[src/rtl/toggle_cover_collector.sv]
// toggle_cover_collector: samples a monitored bus, detects rising (and,
// optionally, falling) bit transitions, records first hits in a sticky
// bitmap and drains each newly covered point as a global cover index over
// a valid/ready stream.
//
// Optional feature macro: TOGGLE_COVER_FALL_EN
//   defined   -> fall transitions are covered too, NPTS = 2*WIDTH and the
//                fall of bit i maps to local point WIDTH+i
//   undefined -> rise coverage only, NPTS = WIDTH
module toggle_cover_collector #(
  parameter int WIDTH       = 44,
  parameter int COVER_INDEX = 0,
  parameter int IDX_W       = 32,
`ifdef TOGGLE_COVER_FALL_EN
  localparam int NPTS       = 2 * WIDTH,
`else
  localparam int NPTS       = WIDTH,
`endif
  localparam int CNT_W      = $clog2(NPTS + 1)
) (
  input  logic             clock,
  input  logic             reset,
  input  logic [WIDTH-1:0] sig,
  input  logic             enable,
  input  logic             clear,
  output logic             out_valid,
  input  logic             out_ready,
  output logic [IDX_W-1:0] out_index,
  output logic [CNT_W-1:0] covered_count,
  output logic             all_covered
);

  localparam int PT_W = (NPTS > 1) ? $clog2(NPTS) : 1;

  localparam logic [0:0] S_IDLE = 1'b0;
  localparam logic [0:0] S_SEND = 1'b1;

  logic [WIDTH-1:0] prev_q;
  logic             primed_q;

  logic [NPTS-1:0]  hit_q, hit_d;
  logic [NPTS-1:0]  pending_q, pending_d;
  logic [NPTS-1:0]  det;
  logic [NPTS-1:0]  new_pts;
  logic [NPTS-1:0]  take_mask;

  logic [WIDTH-1:0] rise;
`ifdef TOGGLE_COVER_FALL_EN
  logic [WIDTH-1:0] fall;
`endif

  logic [0:0]       state_q, state_d;
  logic [IDX_W-1:0] out_index_q, out_index_d;
  logic [CNT_W-1:0] count_q, count_d;
  logic             all_q, all_d;

  logic [PT_W-1:0]  low_pt;
  logic             low_found;
  logic             any_pending;
  logic             load;
  logic [CNT_W-1:0] new_cnt;

  // Transition detection, suppressed until the first post-reset sample exists
  always_comb begin
    rise = '0;
`ifdef TOGGLE_COVER_FALL_EN
    fall = '0;
`endif
    if (primed_q && enable) begin
      rise = ~prev_q & sig;
`ifdef TOGGLE_COVER_FALL_EN
      fall = prev_q & ~sig;
`endif
    end
`ifdef TOGGLE_COVER_FALL_EN
    det = {fall, rise};
`else
    det = rise;
`endif
    new_pts = det & ~hit_q;
  end

  // Lowest-numbered pending point selects the next index to emit
  always_comb begin
    low_pt    = '0;
    low_found = 1'b0;
    for (int unsigned i = 0; i < NPTS; i++) begin
      if (pending_q[i] && !low_found) begin
        low_pt    = PT_W'(i);
        low_found = 1'b1;
      end
    end
    any_pending = |pending_q;
  end

  // Number of points first hit this cycle
  always_comb begin
    new_cnt = '0;
    for (int unsigned i = 0; i < NPTS; i++) begin
      new_cnt = new_cnt + CNT_W'(new_pts[i]);
    end
  end

  // Emitter FSM and coverage next-state; clear overrides everything else
  always_comb begin
    state_d     = state_q;
    out_index_d = out_index_q;
    load        = 1'b0;
    take_mask   = '0;

    case (state_q)
      S_IDLE: begin
        if (any_pending) load = 1'b1;
      end
      S_SEND: begin
        if (out_ready) begin
          if (any_pending) load = 1'b1;
          else             state_d = S_IDLE;
        end
      end
      default: state_d = S_IDLE;
    endcase

    if (load) begin
      state_d     = S_SEND;
      out_index_d = IDX_W'(COVER_INDEX) + IDX_W'(low_pt);
      take_mask   = NPTS'(1) << low_pt;
    end

    // New bits are OR-ed after the take so a same-cycle set on another bit survives
    hit_d     = hit_q | new_pts;
    pending_d = (pending_q & ~take_mask) | new_pts;
    count_d   = count_q + new_cnt;

    if (clear) begin
      state_d   = S_IDLE;
      hit_d     = '0;
      pending_d = '0;
      count_d   = '0;
    end

    all_d = (count_d == CNT_W'(NPTS));
  end

  // Input history: prev follows sig every cycle regardless of enable/clear
  always_ff @(posedge clock) begin
    if (reset) begin
      prev_q   <= '0;
      primed_q <= 1'b0;
    end else begin
      prev_q   <= sig;
      primed_q <= 1'b1;
    end
  end

  // Coverage bitmap, pending set, counters and emitter registers
  always_ff @(posedge clock) begin
    if (reset) begin
      hit_q       <= '0;
      pending_q   <= '0;
      count_q     <= '0;
      all_q       <= 1'b0;
      state_q     <= S_IDLE;
      out_index_q <= '0;
    end else begin
      hit_q       <= hit_d;
      pending_q   <= pending_d;
      count_q     <= count_d;
      all_q       <= all_d;
      state_q     <= state_d;
      out_index_q <= out_index_d;
    end
  end

  assign out_valid     = (state_q == S_SEND);
  assign out_index     = out_index_q;
  assign covered_count = count_q;
  assign all_covered   = all_q;

endmodule

[config.mk]
export PLATFORM = sky130hd
export DESIGN_NAME = toggle_cover_collector
export DESIGN_NICKNAME = d
export VERILOG_FILES = /design/src/rtl/toggle_cover_collector.sv
export SDC_FILE = /design/constraint.sdc
export NUM_CORES = 1
export LEC_CHECK = 0
export ABC_AREA = 1
export BUFFER_PORTS_ARGS = -buffer_cell sky130_fd_sc_hd__buf_2
export CORE_MARGIN = 1.5
export CORE_UTILIZATION = 55
export CTS_CLUSTER_DIAMETER = 100
export DETAILED_ROUTE_END_ITERATION = 10
export GPL_TIMING_DRIVEN = 0
export MAX_ROUTING_LAYER = met4
export PLACE_DENSITY = 0.76
export SLEW_MARGIN = 5
export SYNTH_ARGS = -nofsm -noshare
export SYNTH_HDL_FRONTEND = slang
export SYNTH_SLANG_ARGS = --single-unit
export TNS_END_PERCENT = 5
[constraint.sdc]
create_clock -name clock -period 10.7 [get_ports clock]
set_clock_uncertainty 0.1 [all_clocks]
set_input_delay 3.21 -clock clock [delete_from_list [all_inputs] [get_ports clock]]
set_output_delay 3.21 -clock clock [all_outputs]
set_load 0.01 [all_outputs]
* Word level (Yosys, flattened, before mapping)
Cells that the tools add are included.
** Cells by class
- $add $sub $neg :: 44
- Reductions and logical operators :: 89
- Shifts and indexed selects :: 1
- Bitwise gates (word level) :: 9
- Eq/ne operators :: 1
- Multiplexer cells :: 96
** Operators by type and width (number)
- 2-to-1 mux 6 bit :: 43
- adder 6 x 1 -> 6 bit :: 38
- bitwise AND 44 bit :: 3
- NOT 44 bit :: 3
- 2-to-1 mux 44 bit :: 2
- bitwise OR 44 bit :: 2
- 2-to-1 mux 1 bit :: 50
- logical AND 1 bit :: 44
- OR reduction 44 bit :: 1
- left shift 1 x 6 -> 44 bit, first input constant :: 1
- zero test 1 bit :: 43
- adder 5 x 1 -> 6 bit :: 1
- adder 6 bit :: 1
- == test 6 bit, second input constant :: 1
- adder 4 x 1 -> 5 bit :: 1
- adder 3 x 1 -> 4 bit :: 1
- adder 2 x 1 -> 3 bit :: 1
- adder 1 x 1 -> 2 bit :: 1
- one-hot mux 1 bit (2 select lines) :: 1
- OR reduction 2 bit :: 1
- NOT 1 bit :: 1
** Word-level totals
- Input bits :: 49
- Output and inout port bits :: 40
- Word-level logic and storage cells :: 248
- Register bits :: 147

* Logic depth before layout (Yosys ltp)
Gate-level depths: netlist (run 1).
- Word-level depth :: 135
- Gate-level depth with buffers :: 27
- Gate-level depth less buffers :: 26

* Least setup slack after synthesis (run 1)
OpenSTA, ideal clock, no wires.
- Path type :: input to register
- Start point :: input port enable
- End point :: register all_q, in the netlist all_covered
- Data arrival time :: 8.970 ns
- Setup slack :: 1.552 ns
- Cell stages on the path :: 25
- Path buffers :: 1
- Required time :: 10.522 ns
- Library setup time :: 0.078 ns
- Cells stage by stage :: nand2_1 -> inv_2 -> clkbuf_1 -> nand4_1 -> fa_1 -> inv_1 -> fa_1 -> inv_1 -> fa_1 -> inv_1 -> fa_1 -> inv_1 -> fa_1 -> fa_1 -> fa_1 -> fa_1 -> fa_1 -> inv_1 -> a21oi_1 -> o21ba_2 -> nor2_1 -> nor2_1 -> nand2_1 -> nand3_1 -> nor3_1
** Between the ends
- Longest elaborated chain between the ends :: 49
** Ends and longest elaborated chain
- start: declaration :: line 24 : input logic enable,
- logical AND 1 bit (*) :: line 69 : if (primed_q && enable) begin
- 2-to-1 mux 44 bit (*) :: line 69
- bitwise AND 44 bit (*) :: line 80 : new_pts = det & ~hit_q;
- adder 1 x 1 -> 2 bit :: line 100 : new_cnt = new_cnt + CNT_W'(new_pts[i]);
- adder 2 x 1 -> 3 bit :: line 100
- adder 3 x 1 -> 4 bit :: line 100
- adder 4 x 1 -> 5 bit :: line 100
- adder 5 x 1 -> 6 bit :: line 100
- adder 6 x 1 -> 6 bit (37 in series) :: line 100
- adder 6 x 1 -> 6 bit (*) :: line 100
- adder 6 bit (*) :: line 133 : count_d = count_q + new_cnt;
- 2-to-1 mux 6 bit (*) :: line 135 : if (clear) begin
- == test 6 bit (*) :: line 142 : all_d = (count_d == CNT_W'(NPTS));
- end signal: assignment :: line 169 : all_q <= all_d;
- end: declaration :: line 55 : logic all_q, all_d;
Every way passes the cells marked *; elsewhere a longest branch is shown, timed or not.
A chain may end at the register's enable or synchronous reset.

* Final worst setup path (run 1)
Same ends and word-level chain as after synthesis.

==> results.json, run 1 <==
{
  "startpoint_type": "input port",
  "avgSynthCellArea_um2": 7.61,
  "drv_cap": 0,
  "synth_flop_cell": "dfxtp_1",
  "grt_max_degree": 17,
  "slew_headroom": 0.511,
  "cts.sink_count": 147,
  "finalSetupViolations": 0,
  "wl_per_cell_um": 13.5,
  "gp_congestion": 0.961,
  "synth.distinct_cells": 34,
  "io_pins": 89,
  "synthCells": 973,
  "post-route-drc-count": 0,
  "nNetsFinal": 1179,
  "die_w_um": 119,
  "cellPowerDensity_nw_per_um2": 185,
  "num_vias": 6365,
  "gr-total-overflow": 0,
  "leakage_uw": 0.00405,
  "cts_hold_buffers": 0,
  "root_buffer": "clkbuf_16",
  "period_needed_ns": 9.63,
  "grt_usage": 0.265,
  "drive_above_1_share": 0.128,
  "cts_buffer_depth": 2,
  "worstHoldPathType": "reg -> reg",
  "post-cts-setup-buffer-count": 0,
  "timing.hold.ws_ns": 0.352,
  "syn2layout_area_growth_pct": 16.2,
  "num_antenna_cells": 0,
  "clock_latency_ns": 0.43,
  "netlist.top_cell.by_area": "dfxtp_1",
  "wl_um": 17100,
  "ctsResizeCount": 0,
  "fillerInstances": 1219,
  "place_hpwl_um": 13100,
  "hold_viol": 0,
  "htree_levels": 4,
  "cts_tree": "built",
  "drt_iter0_drc": 496,
  "slew_viol_final": 0,
  "synth_edf_count": 0,
  "ys_warn_count": 0,
  "yosysSeqAreaShare": 0.397,
  "grt_pass1_vias": 6036,
  "tns_ns": 0,
  "grt_pass1_wl_um": 28200,
  "cp.required_ns": 10.94,
  "seqCellArea_um2": 2940,
  "status": "completed",
  "period_share": 0.900,
  "drt_pass1_iterations": 7,
  "worst-setup-path-type": "in -> reg",
  "fmax_mhz": 104,
  "dieArea_um2": 14200,
  "syn_area_um2": 7410,
  "end_kind": "flip-flop",
  "async_reset_ff_frac": 0,
  "final_core_util": 0.652,
  "drtAntennaViolNets": 0,
  "rsz0062_at_grt": "false",
  "core-area_um2": 13200,
  "cp_data_arrival_time_ns": 9.87,
  "start_util": 0.561,
  "clkTransAtPathRegs_ns": 0.06,
  "synth.area.top_cells": "dfxtp_1 (40%), inv_1 (11%), fa_1 (10%), nor2_1 (7.5%), a21oi_1 (6.2%)",
  "die_h_um": 119,
  "rows": 42,
  "port_buffers": 61,
  "vias_per_cell": 5.02,
  "finalPower_uw": 1590,
  "antenna_found_initial": 0,
  "multi_input_area_um2": 3420,
  "ys_seq_elements": 147,
  "critPathMaxFanout": 10,
  "numCtsBuffers": 17,
  "synth_top_area_share": 0.397,
  "worst_slew_pin_slew_ns": 0.734,
  "vdd_drop_max_mv": 0.124
}
-- sequential cells by signal, summed over array words and instances, names as in the netlist --
name           flops
all_covered        1
covered_count      6
pending_q         44
out_index          6
prev_q            44
primed_q           1
hit_q             44
out_valid          1
-- metrics by stage --
step | worst slack (ns) | cells | area [µm²]
6_report | 1.07 | 1267 | 8600
3_5_place_dp | 0.589 | 1235 | 8030
5_1_grt | 0.710 | 1267 | 8600
2_1_floorplan | 1.55 | 998 | 7500
3_3_place_gp | 0.667 | 1235 | 8030
4_1_cts | 1.03 | 1267 | 8600
-- path summary, 6_finish.rpt --
path | from | slack [ns] | to | depth (start not counted)
worst max-delay path | enable | 1.07 | all_covered | 26
worst min-delay path | hit_q[31] | 0.35 | hit_q[31] | 2
worst max register to register | primed_q | 3.63 | all_covered | 25
worst min register to register | hit_q[31] | 0.35 | hit_q[31] | 2
-- cell type report --
| cell class | instances | share of cell area |
|---|---|---|
| plain buffers | 52 | 0.0340 |
| inverters | 224 | 0.0977 |
| well taps | 176 | 0.0256 |
| multi-input cells | 575 | 0.398 |
| clock buffers | 18 | 0.0511 |
| flip-flops and latches | 147 | 0.342 |
| repair buffers | 61 | 0.0355 |
| clock inverters | 14 | 0.0160 |
-- report_power, final --
group / internal (µW) / total, µW / leakage (µW) / switching, µW
Combinational: 158 / 426 / 0.00257 / 268
Sequential: 573 / 585 / 0.00120 / 12.3
Clock: 347 / 577 / 0.000278 / 231
Total: 1080 / 1590 / 0.00405 / 511
-- synthesized netlist by cell type, types with 3 or more instances --
master,count
clkbuf_1,24
fa_1,37
nand2_1,74
nand3_1,54
inv_2,4
o211ai_1,4
a31oi_1,3
inv_1,220
a21oi_1,92
nand2_2,4
o21ai_0,33
nor2_1,147
xnor2_1,3
nor3_1,12
o31ai_1,7
nand4_1,40
dfxtp_1,147
o21a_1,4
nor2_2,3
buf_4,26
nor2_4,5
ha_1,15
-- metal layers --
layer | vias to the layer above | track usage | wire length, µm
met2 | 193 | 0.432 | 8170
met1 | 2945 | 0.312 | 7130
met5 | - | - | 0
met3 | 32 | 0.0685 | 1350
met4 | 0 | 0.112 | 424
li1 | 3195 | - | -
-- worst max-delay path, cell delays in order --
cell and delay, ns:
buf_2 0.08, nand2_1 0.05, inv_2 0.13, clkbuf_1 0.58, nand4_1 0.28, fa_1 0.60
inv_1 0.05, fa_1 0.47, inv_1 0.05, fa_1 0.56, inv_1 0.07, fa_1 0.52
inv_1 0.06, fa_1 0.57, fa_1 0.45, fa_1 0.48, fa_1 0.44, fa_1 0.43
inv_1 0.09, a21oi_1 0.07, o21ba_2 0.20, nor2_1 0.09, nor2_1 0.04, nand2_1 0.08
nand3_1 0.07, nor3_1 0.16
-- cell usage in the layout, fill, tap and decap left out, drive strengths merged --
master	Yosys	final
clkbuf	24	42
conb	1	26
dfxtp	147	147
o21ai	35	35
clkinv	0	7
ha	15	15
and3	1	1
a211oi	1	1
nand4	41	41
o21a	4	4
o211ai	4	4
nor2	155	155
o21ba	1	1
bufinv	0	2
inv	224	225
nor4	3	3
nor3	13	13
or2	1	1
a31oi	3	3
buf	28	89
nand2	78	78
fa	37	37
xnor2	3	3
o31ai	7	7
nand3	54	54
nor3b	1	1
clkinvlp	0	4
a21oi	92	92
-- cell families (layout without fill, tap and decap cells) --
logic type,count (synthesis),count (layout),synth area share
AND/OR/NAND/NOR,347,347,0.214
buffers and inverters,276,369,0.153
adder cells (fa/ha/maj),52,52,0.125
flip-flops,147,147,0.397
XOR/XNOR,3,3,0.00355
other,1,26,0.000506
AO/OA/AOI/OAI,147,147,0.106
Note: power is estimated with default switching activity, not from simulation.
==> run 2, diff against run 1 <==
CORE_UTILIZATION = 50   (was 55)
PLACE_DENSITY = 0.7   (was 0.76)
==> results.json, run 2 (same netlist as run 1, synthesis figures left out) <==
{
  "pre_cts_ws_ns": 0.565,
  "cellPowerDensity_nw_per_um2": 179,
  "clkTransAtPathRegs_ns": 0.06,
  "cts_tree": "built",
  "ctsResizeCount": 0,
  "grt_usage": 0.240,
  "finalWorstSetupSlack_ns": 1.05,
  "place_hpwl_um": 13200,
  "post-route-drc-count": 0,
  "cts_buffer_depth": 2,
  "gp_congestion": 0.939,
  "nNetsFinal": 1179,
  "cts.sink_count": 147,
  "wl_met3_um": 955,
  "period_share": 0.902,
  "startpoint_type": "input port",
  "grt_pass1_wl_um": 28400,
  "vias_per_cell": 4.90,
  "status": "completed",
  "layout_common_cells": "inv_1 (220), nor2_1 (147), dfxtp_1 (147), a21oi_1 (92), nand2_1 (74)",
  "antenna_found_initial": 0,
  "critPathMaxFanout": 10,
  "leakage_uw": 0.00402,
  "drt_iter0_drc": 337,
  "die_h_um": 125,
  "start_util": 0.511,
  "rsz0062_at_grt": "false",
  "fmax_mhz": 104,
  "final_common_cell": "inv_1",
  "slew_viol_final": 0,
  "numCtsBuffers": 17,
  "worst-setup-path-type": "in -> reg",
  "io_pins": 89,
  "tns_ns": 0,
  "top_regs": "hit_q (44), pending_q (44), prev_q (44)",
  "wl_met2_um": 7890,
  "clock_latency_ns": 0.43,
  "dieArea_um2": 15600,
  "gr-total-overflow": 0,
  "seqCellArea_um2": 2940,
  "drv_cap": 0,
  "cp_data_arrival_time_ns": 9.89,
  "crit_top_cell": "fa_1",
  "slowest_stage": "clkbuf_1",
  "num_antenna_cells": 0,
  "root_buffer": "clkbuf_16",
  "final_core_util": 0.592,
  "multi_input_area_um2": 3420,
  "drt_pass1_iterations": 7,
  "cp.required_ns": 10.94,
  "drive_above_1_share": 0.128,
  "wl_um": 16900,
  "core-area_um2": 14500,
  "met1Wirelength_um": 7730,
  "rows": 44,
  "die_w_um": 125,
  "hold_viol": 0,
  "cpLargestDelayFamily": "adder cells",
  "vdd_drop_max_mv": 0.120,
  "grt_pass1_vias": 5959,
  "highest_layer": "met4",
  "wl_per_cell_um": 13.3,
  "timing.hold.ws_ns": 0.348,
  "end_kind": "flip-flop",
  "port_buffers": 61,
  "worst_slew_pin_slew_ns": 0.787,
  "syn2layout_area_growth_pct": 15.7,
  "worstHoldPathType": "reg -> reg",
  "cts_hold_buffers": 0,
  "grt_max_degree": 17,
  "critPathMaxStageDelay_ns": 0.62,
  "htree_levels": 4,
  "crit_buf_inv": 8,
  "drtAntennaViolNets": 0,
  "finalSetupViolations": 0,
  "post-cts-setup-buffer-count": 0,
  "slew_headroom": 0.475,
  "period_needed_ns": 9.65,
  "fillerInstances": 1396,
  "num_vias": 6246
}
[run 2: cell count changes in the layout (fill, tap and decap cells not counted), sizes merged]
cell      change
clkinvlp      +3
bufinv        -2
inv           -1
[run 2: stage by stage]
step	cell area [µm²]	std cells	total power (µW)
after floorplan	7500	998	898
after global placement	8040	1243	1000
after detailed placement	8040	1243	1010
after CTS	8570	1275	1540
after global routing	8570	1275	1640
final	8570	1275	1530
[run 2: final timing paths]
kind | start | to | slack [ns] | depth (start not counted)
worst max register to register | primed_q | all_covered | 3.61 | 25
worst min-delay path | hit_q[39] | hit_q[39] | 0.35 | 2
worst min register to register | hit_q[39] | hit_q[39] | 0.35 | 2
worst max-delay path | enable | all_covered | 1.05 | 26
[run 2: cell type report]
| type | count | share of cell area |
|---|---|---|
| Timing Repair Buffer | 61 | 0.0356 |
| Tap cell | 184 | 0.0269 |
| Clock buffer | 18 | 0.0513 |
| Multi-Input combinational cell | 575 | 0.400 |
| Clock inverter | 14 | 0.0107 |
| Buffer | 52 | 0.0342 |
| Sequential cell | 147 | 0.344 |
| Inverter | 224 | 0.0982 |
[run 2: per-layer routing]
layer  vias to the layer above  GRT usage
met4                         0     0.0825
li1                       3196          -
met1                      2871      0.298
met3                        28     0.0631
met5                         -          -
met2                       151      0.379
[run 2: power breakdown]
group	switching, µW	leakage [µW]	total [µW]	internal [µW]
Sequential	12.8	0.00120	585	573
Clock	233	0.000245	532	299
Combinational	257	0.00257	412	155
Total	503	0.00402	1530	1030
[run 2: worst min-delay path: stages (launching register included)]
cell	delay (ns)
dfxtp_1	0.31
inv_1	0.05
a21oi_1	0.05
==> run 3, diff against run 2 <==
CORE_ASPECT_RATIO = 1.75   (was not set)
==> results.json, run 3 (same netlist as run 1, synthesis figures left out) <==
{
  "drt_iter0_drc": 302,
  "num_vias": 6299,
  "slew_viol_final": 0,
  "wl_per_cell_um": 14.3,
  "num_antenna_cells": 0,
  "htree_levels": 4,
  "cts_tree": "built",
  "cp_data_arrival_time_ns": 10.03,
  "grt_pass1_vias": 5975,
  "layout_common_cells": "inv_1 (220), nor2_1 (147), dfxtp_1 (147), a21oi_1 (92), nand2_1 (74)",
  "drv_cap": 0,
  "wl_um": 18100,
  "finalSetupViolations": 0,
  "post-cts-setup-buffer-count": 0,
  "critPathMaxStageDelay_ns": 0.61,
  "slowest_stage": "fa_1",
  "post-route-drc-count": 0,
  "cts_hold_buffers": 0,
  "final_common_cell": "inv_1",
  "grt_pass1_wl_um": 29100,
  "cts.sink_count": 147,
  "cellPowerDensity_nw_per_um2": 185,
  "worstHoldPathType": "reg -> reg",
  "gp_congestion": 0.952,
  "worst-setup-path-type": "in -> reg",
  "syn2layout_area_growth_pct": 16.3,
  "numCtsBuffers": 17,
  "vias_per_cell": 4.96,
  "die_h_um": 164,
  "critPathMaxFanout": 10,
  "post_dp_cell_area_um2": 8030,
  "top_regs": "hit_q (44), pending_q (44), prev_q (44)",
  "die_w_um": 95,
  "worst_slew_pin_slew_ns": 0.783,
  "grt_max_degree": 17,
  "clock_latency_ns": 0.43,
  "ctsResizeCount": 0,
  "period_share": 0.916,
  "crit_top_cell": "fa_1",
  "core-area_um2": 14400,
  "leakage_uw": 0.00405,
  "status": "completed",
  "tns_ns": 0,
  "io_pins": 89,
  "fmax_mhz": 102,
  "cts_buffer_depth": 2,
  "slew_headroom": 0.478,
  "startpoint_type": "input port",
  "period_needed_ns": 9.80,
  "place_hpwl_um": 14400,
  "start_util": 0.513,
  "drt_pass1_iterations": 5,
  "grt_usage": 0.260,
  "gr-total-overflow": 0,
  "rows": 58,
  "hold_viol": 0,
  "vdd_drop_max_mv": 0.134,
  "root_buffer": "clkbuf_16",
  "drtAntennaViolNets": 0,
  "dieArea_um2": 15600,
  "clkTransAtPathRegs_ns": 0.06,
  "crit_buf_inv": 8,
  "timing.hold.ws_ns": 0.349,
  "rsz0062_at_grt": "false",
  "final_area_um2": 8610,
  "cp.required_ns": 10.93,
  "cpLargestDelayFamily": "adder cells",
  "antenna_found_initial": 0,
  "rrSetupSlack_ns": 3.44,
  "drive_above_1_share": 0.128,
  "end_kind": "flip-flop",
  "fillerInstances": 1321,
  "nNetsFinal": 1179,
  "port_buffers": 61
}
==> run 3: power by group <==
group	switching, µW	total (µW)	leakage, µW	internal, µW
combinational	264	421	0.00257	157
clock	257	591	0.000277	334
sequential	12.0	584	0.00120	572
total	533	1600	0.00405	1060
==> run 3: final cells by class <==
cell class / instances / area, µm² / share of cell area
inverter: 224 / 841 / 0.0976
sequential: 147 / 2940 / 0.342
timing repair buffer: 61 / 305 / 0.0355
tap: 180 / 225 / 0.0262
clock inverter: 13 / 141 / 0.0164
buffer: 52 / 293 / 0.0340
clock buffer: 18 / 439 / 0.0510
multi-input combinational: 575 / 3420 / 0.398
==> run 3: final timing paths <==
check / cells after the start / end / start
hold reg to reg: 2 / hit_q[39] / hit_q[39]
setup / recovery: 26 / all_covered / enable
hold / removal: 2 / hit_q[39] / hit_q[39]
setup reg to reg: 25 / all_covered / primed_q
==> run 3: metal layers <==
layer,vias to the layer above,part of all wire,global-route usage
li1,3191,-,-
met1,2918,0.37,0.265
met2,142,0.54,0.458
met3,48,0.029,0.0407
met4,0,0.057,0.155
met5,-,0,-
==> run 3: worst reg2reg max path, delay by kind of cell, from the launching register on <==
family                     cells  cell delay, ns
adders and majority gates      9            4.50
buffers and inverters          7            1.05
and+or+nand+nor                7            0.94
DFF                            1            0.31
AOI/OAI and AO/OA              2            0.27
==> run 3: through the flow <==
step                      utilization  power (µW)  setup slack, ns  cells
after floorplan                     -         898             1.55    998
after global placement          0.556        1000            0.452   1239
after detailed placement        0.556        1010            0.415   1239
after CTS                       0.596        1600            0.777   1270
after global routing            0.596        1690            0.577   1270
final                           0.596        1600            0.897   1270
